## src/rtl/alu_seq_pkg.sv

```systemverilog
// Shared definitions for the ALU command sequencer: state encoding, opcode
// field positions and default configuration values.
package alu_seq_pkg;

  localparam int          DATA_WIDTH_D  = 8;
  localparam int          FUN_WIDTH_D   = 4;
  localparam int          TIMEOUT_CYC_D = 15;
  localparam int          REUSE_BIT     = 7;
  localparam logic [7:0]  ERR_CODE_D    = 8'hFF;

  typedef enum logic [2:0] {
    ST_IDLE     = 3'd0,
    ST_GET_A    = 3'd1,
    ST_GET_B    = 3'd2,
    ST_EXEC     = 3'd3,
    ST_WAIT_RES = 3'd4,
    ST_SEND     = 3'd5
  } state_e;

  function automatic logic rx_accepting(input state_e s);
    return (s == ST_IDLE) || (s == ST_GET_A) || (s == ST_GET_B);
  endfunction

endpackage

```

## src/rtl/alu_cmd_sequencer_if.sv

```systemverilog
// Bundle of the sequencer's byte-stream, ALU and transmit signals.
// slave = sequencer view, master = surrounding system view.
interface alu_cmd_sequencer_if #(
  parameter int DATA_WIDTH = 8,
  parameter int FUN_WIDTH  = 4
) ();

  logic [DATA_WIDTH-1:0] RX_DATA;
  logic                  RX_VALID;
  logic [DATA_WIDTH-1:0] ALU_A;
  logic [DATA_WIDTH-1:0] ALU_B;
  logic [FUN_WIDTH-1:0]  ALU_FUN;
  logic                  ALU_EN;
  logic [DATA_WIDTH-1:0] ALU_OUT;
  logic                  OUT_VALID;
  logic [DATA_WIDTH-1:0] TX_DATA;
  logic                  TX_VALID;
  logic                  TX_READY;
  logic                  TX_ERR;
  logic                  BUSY;
  logic                  RX_DROP;

  modport slave (
    input  RX_DATA, RX_VALID, ALU_OUT, OUT_VALID, TX_READY,
    output ALU_A, ALU_B, ALU_FUN, ALU_EN, TX_DATA, TX_VALID, TX_ERR, BUSY, RX_DROP
  );

  modport master (
    output RX_DATA, RX_VALID, ALU_OUT, OUT_VALID, TX_READY,
    input  ALU_A, ALU_B, ALU_FUN, ALU_EN, TX_DATA, TX_VALID, TX_ERR, BUSY, RX_DROP
  );

endinterface

```

## src/rtl/alu_seq_timeout.sv

```systemverilog
// Loadable down-counter bounding the wait for the ALU result; o_expire marks
// the last permitted wait cycle.
module alu_seq_timeout #(
  parameter int TIMEOUT_CYC = 15
) (
  input  logic i_clk,
  input  logic i_rst,
  input  logic i_load,
  input  logic i_dec,
  output logic o_expire
);

  localparam int            CW       = $clog2(TIMEOUT_CYC + 1);
  localparam logic [CW-1:0] LOAD_VAL = CW'(TIMEOUT_CYC);
  localparam logic [CW-1:0] ONE      = CW'(1);

  logic [CW-1:0] r_cnt;

  // Reload on entry to execute, count down while waiting for the result.
  always_ff @(posedge i_clk) begin
    if (i_rst) begin
      r_cnt <= '0;
    end else if (i_load) begin
      r_cnt <= LOAD_VAL;
    end else if (i_dec && (r_cnt != '0)) begin
      r_cnt <= r_cnt - ONE;
    end
  end

  assign o_expire = i_dec && (r_cnt == ONE);

endmodule

```

## src/rtl/alu_cmd_sequencer.sv

```systemverilog
// Byte-stream command front end for the registered ALU.
// Optional result timeout enabled by defining ALU_SEQ_TIMEOUT_EN.
module alu_cmd_sequencer
  import alu_seq_pkg::*;
#(
  parameter int                  DATA_WIDTH  = DATA_WIDTH_D,
  parameter int                  FUN_WIDTH   = FUN_WIDTH_D,
  parameter int                  TIMEOUT_CYC = TIMEOUT_CYC_D,
  parameter logic [DATA_WIDTH-1:0] ERR_CODE  = DATA_WIDTH'(ERR_CODE_D)
) (
  input  logic              CLK,
  input  logic              RST,
  alu_cmd_sequencer_if.slave io_bus
);

  state_e                r_state;
  state_e                w_next_state;
  logic [DATA_WIDTH-1:0] r_alu_a;
  logic [DATA_WIDTH-1:0] r_alu_b;
  logic [FUN_WIDTH-1:0]  r_alu_fun;
  logic                  r_alu_en;
  logic [DATA_WIDTH-1:0] r_tx_data;
  logic                  r_tx_valid;
  logic                  r_tx_err;
  logic                  r_busy;
  logic                  r_rx_drop;
  logic                  w_expire;

`ifdef ALU_SEQ_TIMEOUT_EN
  alu_seq_timeout #(.TIMEOUT_CYC(TIMEOUT_CYC)) u_timeout (
    .i_clk    (CLK),
    .i_rst    (RST),
    .i_load   (r_state == ST_EXEC),
    .i_dec    (r_state == ST_WAIT_RES),
    .o_expire (w_expire)
  );
`else
  assign w_expire = 1'b0;
`endif

  // Next-state decode of the command frame FSM.
  always_comb begin
    w_next_state = r_state;
    case (r_state)
      ST_IDLE: begin
        if (io_bus.RX_VALID) begin
          w_next_state = io_bus.RX_DATA[REUSE_BIT] ? ST_EXEC : ST_GET_A;
        end else begin
          w_next_state = ST_IDLE;
        end
      end
      ST_GET_A:    w_next_state = io_bus.RX_VALID ? ST_GET_B : ST_GET_A;
      ST_GET_B:    w_next_state = io_bus.RX_VALID ? ST_EXEC  : ST_GET_B;
      ST_EXEC:     w_next_state = ST_WAIT_RES;
      ST_WAIT_RES: begin
        if (io_bus.OUT_VALID || w_expire) begin
          w_next_state = ST_SEND;
        end else begin
          w_next_state = ST_WAIT_RES;
        end
      end
      ST_SEND:     w_next_state = io_bus.TX_READY ? ST_IDLE : ST_SEND;
      default:     w_next_state = ST_IDLE;
    endcase
  end

  // State register plus outputs registered from the upcoming state.
  always_ff @(posedge CLK) begin
    if (RST) begin
      r_state    <= ST_IDLE;
      r_alu_en   <= 1'b0;
      r_busy     <= 1'b0;
      r_tx_valid <= 1'b0;
      r_rx_drop  <= 1'b0;
    end else begin
      r_state    <= w_next_state;
      r_alu_en   <= (w_next_state == ST_EXEC);
      r_busy     <= (w_next_state != ST_IDLE);
      r_tx_valid <= (w_next_state == ST_SEND);
      r_rx_drop  <= io_bus.RX_VALID && !rx_accepting(r_state);
    end
  end

  // Operand/function capture and result capture; OUT_VALID wins over expiry.
  always_ff @(posedge CLK) begin
    if (RST) begin
      r_alu_a   <= '0;
      r_alu_b   <= '0;
      r_alu_fun <= '0;
      r_tx_data <= '0;
      r_tx_err  <= 1'b0;
    end else begin
      if ((r_state == ST_IDLE) && io_bus.RX_VALID) begin
        r_alu_fun <= io_bus.RX_DATA[FUN_WIDTH-1:0];
      end
      if ((r_state == ST_GET_A) && io_bus.RX_VALID) begin
        r_alu_a <= io_bus.RX_DATA;
      end
      if ((r_state == ST_GET_B) && io_bus.RX_VALID) begin
        r_alu_b <= io_bus.RX_DATA;
      end
      if (r_state == ST_WAIT_RES) begin
        if (io_bus.OUT_VALID) begin
          r_tx_data <= io_bus.ALU_OUT;
          r_tx_err  <= 1'b0;
        end else if (w_expire) begin
          r_tx_data <= ERR_CODE;
          r_tx_err  <= 1'b1;
        end
      end
    end
  end

  assign io_bus.ALU_A    = r_alu_a;
  assign io_bus.ALU_B    = r_alu_b;
  assign io_bus.ALU_FUN  = r_alu_fun;
  assign io_bus.ALU_EN   = r_alu_en;
  assign io_bus.TX_DATA  = r_tx_data;
  assign io_bus.TX_VALID = r_tx_valid;
  assign io_bus.TX_ERR   = r_tx_err;
  assign io_bus.BUSY     = r_busy;
  assign io_bus.RX_DROP  = r_rx_drop;

endmodule
```

## src/flat_wrapper.sv

```systemverilog
// flat-port wrapper written by rule: the top's interface ports become plain ports
module alu_cmd_sequencer_flat import alu_seq_pkg::*;
#(
  parameter int                  DATA_WIDTH  = DATA_WIDTH_D,
  parameter int                  FUN_WIDTH   = FUN_WIDTH_D,
  parameter int                  TIMEOUT_CYC = TIMEOUT_CYC_D,
  parameter logic [DATA_WIDTH-1:0] ERR_CODE  = DATA_WIDTH'(ERR_CODE_D)
)
  (CLK, RST, io_bus_RX_DATA, io_bus_RX_VALID, io_bus_ALU_OUT, io_bus_OUT_VALID, io_bus_TX_READY, io_bus_ALU_A, io_bus_ALU_B, io_bus_ALU_FUN, io_bus_ALU_EN, io_bus_TX_DATA, io_bus_TX_VALID, io_bus_TX_ERR, io_bus_BUSY, io_bus_RX_DROP);
  alu_cmd_sequencer_if #(.DATA_WIDTH(DATA_WIDTH), .FUN_WIDTH(FUN_WIDTH)) io_bus_i ();
  input  logic CLK;
  input  logic RST;
  input wire logic [$bits(io_bus_i.RX_DATA)-1:0] io_bus_RX_DATA;
  input wire logic [$bits(io_bus_i.RX_VALID)-1:0] io_bus_RX_VALID;
  input wire logic [$bits(io_bus_i.ALU_OUT)-1:0] io_bus_ALU_OUT;
  input wire logic [$bits(io_bus_i.OUT_VALID)-1:0] io_bus_OUT_VALID;
  input wire logic [$bits(io_bus_i.TX_READY)-1:0] io_bus_TX_READY;
  output wire logic [$bits(io_bus_i.ALU_A)-1:0] io_bus_ALU_A;
  output wire logic [$bits(io_bus_i.ALU_B)-1:0] io_bus_ALU_B;
  output wire logic [$bits(io_bus_i.ALU_FUN)-1:0] io_bus_ALU_FUN;
  output wire logic [$bits(io_bus_i.ALU_EN)-1:0] io_bus_ALU_EN;
  output wire logic [$bits(io_bus_i.TX_DATA)-1:0] io_bus_TX_DATA;
  output wire logic [$bits(io_bus_i.TX_VALID)-1:0] io_bus_TX_VALID;
  output wire logic [$bits(io_bus_i.TX_ERR)-1:0] io_bus_TX_ERR;
  output wire logic [$bits(io_bus_i.BUSY)-1:0] io_bus_BUSY;
  output wire logic [$bits(io_bus_i.RX_DROP)-1:0] io_bus_RX_DROP;
  assign io_bus_i.RX_DATA = io_bus_RX_DATA;
  assign io_bus_i.RX_VALID = io_bus_RX_VALID;
  assign io_bus_i.ALU_OUT = io_bus_ALU_OUT;
  assign io_bus_i.OUT_VALID = io_bus_OUT_VALID;
  assign io_bus_i.TX_READY = io_bus_TX_READY;
  assign io_bus_ALU_A = io_bus_i.ALU_A;
  assign io_bus_ALU_B = io_bus_i.ALU_B;
  assign io_bus_ALU_FUN = io_bus_i.ALU_FUN;
  assign io_bus_ALU_EN = io_bus_i.ALU_EN;
  assign io_bus_TX_DATA = io_bus_i.TX_DATA;
  assign io_bus_TX_VALID = io_bus_i.TX_VALID;
  assign io_bus_TX_ERR = io_bus_i.TX_ERR;
  assign io_bus_BUSY = io_bus_i.BUSY;
  assign io_bus_RX_DROP = io_bus_i.RX_DROP;
  alu_cmd_sequencer #(.DATA_WIDTH(DATA_WIDTH), .FUN_WIDTH(FUN_WIDTH), .TIMEOUT_CYC(TIMEOUT_CYC), .ERR_CODE(ERR_CODE)) u_core (.CLK(CLK), .RST(RST), .io_bus(io_bus_i));
endmodule
```

## config.mk

```make
export PLATFORM = sky130hd
export DESIGN_NAME = alu_cmd_sequencer_flat
export DESIGN_NICKNAME = d
export VERILOG_FILES = /design/src/rtl/alu_seq_pkg.sv /design/src/rtl/alu_cmd_sequencer_if.sv /design/src/rtl/alu_seq_timeout.sv /design/src/rtl/alu_cmd_sequencer.sv /design/src/flat_wrapper.sv
export SDC_FILE = /design/constraint.sdc
export NUM_CORES = 1
export LEC_CHECK = 0
export ABC_AREA = 1
export CORE_UTILIZATION = 45
export DETAILED_ROUTE_END_ITERATION = 10
export PLACE_DENSITY = 0.89
export SLEW_MARGIN = 25
export SYNTH_ARGS = -nofsm -noshare
export SYNTH_HDL_FRONTEND = slang
export SYNTH_SLANG_ARGS = --single-unit
```

## constraint.sdc

```tcl
create_clock -name CLK -period 1.66 [get_ports CLK]
set_input_delay 0.249 -clock CLK [delete_from_list [all_inputs] [get_ports CLK]]
set_output_delay 0.249 -clock CLK [all_outputs]
set_load 0.1 [all_outputs]
```

==> run metrics, run 1 <==
Fill cells=168; Core Area=0.00278 mm^2; sequential element share of the synthesized area=52.3%; Crit path max-delay family=buffers and inverters; die height=56.5 um; Yosys warning total=0; Num CTS Buffers=5; fin crit period=1.41 ns; Clk pin slew, worst setup/hold paths=0.11 ns; worst setup margin=about 0.25 ns; setup bufs post-CTS=0; Worst Skew=0.0150 ns; Power per Cell Area=1140 mW/mm^2; Critical Path Max Stage Delay=0.55 ns; Worst setup EP type=flip-flop; largest net degree at the start of global routing=32; remaining global-route overflow=0; slowest CP cell=inv_1; RSZ-0062 raised after global routing=false; H-tree levels=2; root buffer cell=clkbuf_4; number of placement rows=19; DRT Pass-1 Iters=4; first-pass GRT wire length=5040 um; synthesized area=0.00134 mm^2; commonest cells in the netlist=dfxtp_1, nor2_1, o21ai_0; DPL Wire Length=2450 um; Remaining DRCs=0; Starting Density=48.1%; DR vias=1267; I/O pin count=54; share of cells above drive strength 1=25.6%; DIE AREA=about 0.0032 mm^2; Yosys reg bits=35; hold_buf cts=0; worst slack at placement=-0.0642 ns; synth unique cells=21; average wire per standard cell=12.7 um; worst-path cell chain=clkdlybuf4s50_1 > inv_1 > o21ai_0 > a21oi_1; ys flop type=dfxtp_1; Routed Antenna Nets=0; Slew HR=51.3%; clock tree buffer depth=2; Yosys top cell area share=between 50% and 60%; Via density=4.91; die width=56.5 um; vias in the first global route=roughly 1100; 1st-iter DRT viols=32; # setup viols final=0; final core occ=82.0%; EDFF count, synth=0; Resized cells post-CTS=0; Pleak=0.000978 uW; Hold Fails Final Rpt=0; final wirelength=between 3000 and 4000 um; Crit path required time=1.93 ns; All-Layer GR Usage=21.7%; Clock Latency Late Sink=0.35 ns; ant diodes=0; syn nets=192; Buf+Inv Stages, Crit Path=2; fin. max-slew vios=0; asr flop ratio synth=0%; syn avg cell area=7.83 um^2; Synth area leaders=dfxtp_1, o21ai_0, nor2_1; max-cap violation count=0; fin crit share=84.7%; NumNets Final=247; crit path max fanout=31; fmax=712 MHz; arrival time worst endpoint=1.68 ns; initial antenna violation count=0; status=complete, no violations; routability cong.=0.863; Worst Hold Class=reg -> reg; Synth-to-Final Area Change=70.4%; CTS tree=yes; WS Path Type=in -> reg; CTS sink count=35; crit start category=input pin; Max VDD drop=1100 uV; PortBufs=52; Synth area leader=dfxtp_1; Worst Tran Pin Value=0.730 ns; Gate Count Post-Synth=171
cells in the final DEF, fill, tap and decap left out:
cell | netlist | routed
nor2_1 | 35 | 35
dfxtp_1 | 35 | 35
buf_12 | 0 | 32
o21ai_0 | 27 | 27
inv_1 | 21 | 21
clkdlybuf4s50_1 | 0 | 20
a21oi_1 | 14 | 14
nand2_1 | 11 | 11
inv_2 | 5 | 5
clkbuf_4 | 0 | 5
nor2_2 | 4 | 4
nand3_2 | 3 | 3
nand3_1 | 3 | 3
nor2_4 | 2 | 2
nand2_2 | 2 | 2
nand4_2 | 1 | 1
o21ai_1 | 1 | 1
nor3_1 | 1 | 1
conb_1 | 1 | 1
clkinv_2 | 0 | 1
bufinv_16 | 0 | 1
clkbuf_8 | 0 | 1
buf_4 | 1 | 1
cells by family (layout without fill, tap and decap cells):
| family | after synthesis | in the layout | synth area share [%] |
|---|---|---|---|
| AO/OA/AOI/OAI | 42 | 42 | 15.7 |
| buffers and inverters | 31 | 87 | 9.63 |
| flip-flops | 35 | 35 | 52.3 |
| other | 1 | 1 | 0.280 |
| AND/OR/NAND/NOR | 62 | 62 | 22.1 |
path summary, 6_finish.rpt:
check / startpoint / end / slack [ns] / depth (start not counted)
worst max-delay path: RST / u_core.io_bus.TX_DATA[1] / 0.25 / 4
worst min-delay path: u_core.io_bus.TX_DATA[5] / u_core.io_bus.TX_DATA[5] / 0.49 / 2
worst max register to register: u_core.r_state[1] / u_core.io_bus.BUSY / 0.27 / 7
worst min register to register: u_core.io_bus.TX_DATA[5] / u_core.io_bus.TX_DATA[5] / 0.49 / 2
report_power, final:
part	internal (uW)	switching, uW	leakage, uW
combinational	338	626	0.000645
clock	356	287	0.0000482
sequential	910	80.7	0.000285
worst register-to-register path: cells and delay by family (launching register included):
kind	cells	cell delay [ns]
flip-flops	1	0.41
AND/OR/NAND/NOR	7	0.93
layer usage:
layer / up-vias / wire (um) / share of wire [%] / track usage, %
met3: 6 / 160 / 4.9 / 4.84
met1: 576 / 1280 / 39 / 22.8
li1: 643 / - / - / -
met2: 42 / 1770 / 54 / 38.2
met4: 0 / 69 / 2.1 / 14.6
met5: - / 0 / 0 / 0
registers in the layout, summed over array words and instances, names as in the netlist:
| register | count |
|---|---|
| u_core.io_bus.ALU_A | 8 |
| u_core.io_bus.ALU_FUN | 4 |
| u_core.io_bus.BUSY | 1 |
| u_core.io_bus.TX_VALID | 1 |
| u_core.io_bus.ALU_EN | 1 |
| u_core.io_bus.RX_DROP | 1 |
| u_core.r_state | 3 |
| u_core.io_bus.ALU_B | 8 |
| u_core.io_bus.TX_DATA | 8 |
through the flow:
stage | hold slack (ns) | power (uW) | cell area [um^2] | cells | TNS, ns
after global routing | 0.505 | 2690 | 2280 | 258 | 0
after global placement | 0.469 | 1960 | 2190 | 250 | 0
after CTS | 0.490 | 2620 | 2280 | 258 | 0
after floorplan | 0.318 | 1600 | 1340 | 171 | 0
after detailed placement | 0.473 | 1970 | 2190 | 250 | -0.105
final | 0.489 | 2600 | 2280 | 258 | 0
layout make-up:
class | count | area (um^2) | share of cell area, %
Timing Repair Buffer | 53 | 848 | 37.2
Sequential cell | 35 | 701 | 30.7
Multi-Input combinational cell | 105 | 509 | 22.3
Inverter | 26 | 97.6 | 4.28
Clock buffer | 6 | 51.3 | 2.25
Tap cell | 31 | 38.8 | 1.70
Clock inverter | 2 | 35.0 | 1.54
Note: power is estimated with default switching activity, not from simulation.
==> run 2, diff against run 1 <==
--- a/config.mk
+++ b/config.mk
@@ -6,9 +6,9 @@
 export NUM_CORES = 1
 export LEC_CHECK = 0
 export ABC_AREA = 1
-export CORE_UTILIZATION = 45
+export CORE_UTILIZATION = 38
 export DETAILED_ROUTE_END_ITERATION = 10
-export PLACE_DENSITY = 0.89
+export PLACE_DENSITY = 0.81
 export SLEW_MARGIN = 25
 export SYNTH_ARGS = -nofsm -noshare
 export SYNTH_HDL_FRONTEND = slang
==> constraint.sdc (replaced) <==
create_clock -name CLK -period 1.22 [get_ports CLK]
set_input_delay 0.183 -clock CLK [delete_from_list [all_inputs] [get_ports CLK]]
set_output_delay 0.183 -clock CLK [all_outputs]
set_load 0.1 [all_outputs]
==> run metrics, run 2 (synthesized netlist as in run 1, its figures left out) <==
WS Path Type=reg -> reg (was in -> reg); status=complete, no violations (unchanged); hold_buf cts=0 (unchanged); Synth-to-Final Area Change=79.0% (was 70.4%); die width=61.4 um (was 56.5 um); average wire per standard cell=11.3 um (was 12.7 um); PortBufs=52 (unchanged); fin crit share=93.9%; gr busiest metal=met2 (unchanged); fin crit period=~1.1 ns; CTS sink count=35 (unchanged); Worst setup EP type=flip-flop (unchanged); final core occ=71.2% (was 82.0%); Critical Path Max Stage Delay=0.37 ns (was 0.55 ns); Crit path required time=1.46 ns (was 1.93 ns); Crit path max-delay family=simple AND/OR/NAND/NOR gates (was buffers and inverters); max-cap violation count=0 (unchanged); leading cell type in the layout, fill and taps excluded=nor2_1; remaining global-route overflow=0 (unchanged); arrival time worst endpoint=1.39 ns (was 1.68 ns); Worst Skew=0.00977 ns (was 0.0150 ns); Overall Power=3300 uW (was 2600 uW); placed cell areas=0.00233 mm^2 (was 0.00219 mm^2); DIE AREA=0.00376 mm^2 (was 0.00320 mm^2); worst slack at placement=-0.209 ns (was -0.0642 ns); Hold Fails Final Rpt=0 (unchanged); clock tree buffer depth=2 (unchanged); met3 usage=7.35% (was 4.84%); clock power share=17.7% (was 24.8%); fin. max-slew vios=0 (unchanged); first-pass GRT wire length=4690 um (was 5040 um); DPL Wire Length=2430 um (was 2450 um); Power per Cell Area=1380 mW/mm^2 (was 1140 mW/mm^2); worst setup margin=0.0743 ns (was 0.255 ns); Core Area=0.00336 mm^2 (was 0.00278 mm^2); Worst Hold Class=in -> reg (was reg -> reg); I/O pin count=54 (unchanged); total net switching power=1330 uW (was 995 uW); fmax=873 MHz; final wirelength=3210 um (was 3290 um); die height=61.4 um (was 56.5 um); Fill cells=263 (was 168); multi-input logic area=518 um^2 (was 509 um^2); Clk pin slew, worst setup/hold paths=0.10 ns (was 0.11 ns); combinational group share of total power=41.2% (was 37.1%); number of placement rows=21 (was 19); most frequent cells in the layout=nor2_1, buf_12, o21ai_0 (was nor2_1, dfxtp_1, buf_12); Pint=1970 uW (was 1600 uW); root buffer cell=clkbuf_4 (unchanged); met1 Use GR=20.4% (was 22.8%); share of cells above drive strength 1=32.8% (was 25.6%); crit start category=flip-flop (was input pin); Design Area, Final=0.00240 mm^2 (was 0.00228 mm^2); Buf+Inv Stages, Crit Path=2 (unchanged); All-Layer GR Usage=17.5% (was 21.7%); slowest CP cell=dfxtp_2 (was inv_1); CP dominant cell by count=nand2_1; H-tree levels=2 (unchanged); Remaining DRCs=0 (unchanged); Starting Density=39.8% (was 48.1%); crit path max fanout=5 (was 31); Routed Antenna Nets=0 (unchanged); initial antenna violation count=0 (unchanged); Pleak=0.00102 uW (was 0.000978 uW); CTS tree=yes (unchanged); GR Util met2=28.3% (was 38.2%); ant diodes=0 (unchanged); Via density=4.54 (was 4.91); Seq pwr share=41.1% (was 38.1%); vias in the first global route=1122 (was 1143); total negative slack=0 ns (unchanged); Sw Share=40.4% (was 38.3%); # setup viols final=0 (unchanged); NumNets Final=258 (was 247); DRT Pass-1 Iters=4 (unchanged); DR vias=1290 (was 1267); largest net degree at the start of global routing=24 (was 32); 1st-iter DRT viols=42 (was 32); Num CTS Buffers=5 (unchanged); worst-path cell chain=inv_2 > nor2_2 > nand3_1 > inv_1 > nor2_1 > nand2_1 > nand2_1 > nand2_1 (was clkdlybuf4s50_1 > inv_1 > o21ai_0 > a21oi_1); register area=714 um^2 (was 701 um^2); Max VDD drop=898 uV (was 1100 uV); routability cong.=0.808 (was 0.863); Clock Latency Late Sink=0.34 ns (was 0.35 ns)
-- run 2: through the flow --
step,cells,hold slack (ns)
final,284,0.439
after detailed placement,276,0.477
after floorplan,171,0.252
after global placement,276,0.467
after CTS,284,0.425
after global routing,284,0.449
-- run 2: final timing paths --
kind                                            endpoint                startpoint  cells past startpoint  slack [ns]
worst max-delay path                  u_core.io_bus.BUSY         u_core.r_state[0]                      8        0.07
worst min-delay path              u_core.io_bus.ALU_B[5]         io_bus_RX_DATA[5]                      3        0.44
worst max register to register        u_core.io_bus.BUSY         u_core.r_state[0]                      8        0.07
worst min register to register  u_core.io_bus.TX_DATA[1]  u_core.io_bus.TX_DATA[1]                      2        0.49
-- run 2: power by group through the flow --
stage / clock, uW / sequential [uW] / combinational (uW)
2_1_floorplan: 0 / 1930 / 254
3_3_place_gp: 0 / 1380 / 1330
3_5_place_dp: 0 / 1380 / 1360
4_1_cts: 610 / 1360 / 1360
5_1_grt: 654 / 1370 / 1420
6_report: 585 / 1360 / 1360
-- run 2: final cells by class --
cell class | count | share of cell area (%)
Inverter | 26 | 4.18
Tap cell | 46 | 2.40
Timing Repair Buffer | 64 | 39.9
Multi-Input combinational cell | 105 | 21.6
Sequential cell | 35 | 29.8
Clock buffer | 7 | 1.88
Clock inverter | 1 | 0.209
-- run 2: what timing repair did --
| item | in CTS | in global routing |
|---|---|---|
| buffers inserted | 0 | 0 |
| hold endpoints to repair | 0 | 0 |
| endpoints found under the setup margin | 1 | 17 |
| gates resized for setup | 2 | 5 |
-- run 2: worst min-delay path, stage by stage --
cell and delay, ns:
clkdlybuf4s50_1 0.41, nor2_1 0.11, nor2_1 0.05
-- run 2: per-layer routing --
metal | up-vias | wire length (um)
met1 | 586 | 1370
met4 | 0 | 53
met2 | 30 | 1610
met3 | 6 | 169
li1 | 668 | -
met5 | - | 0
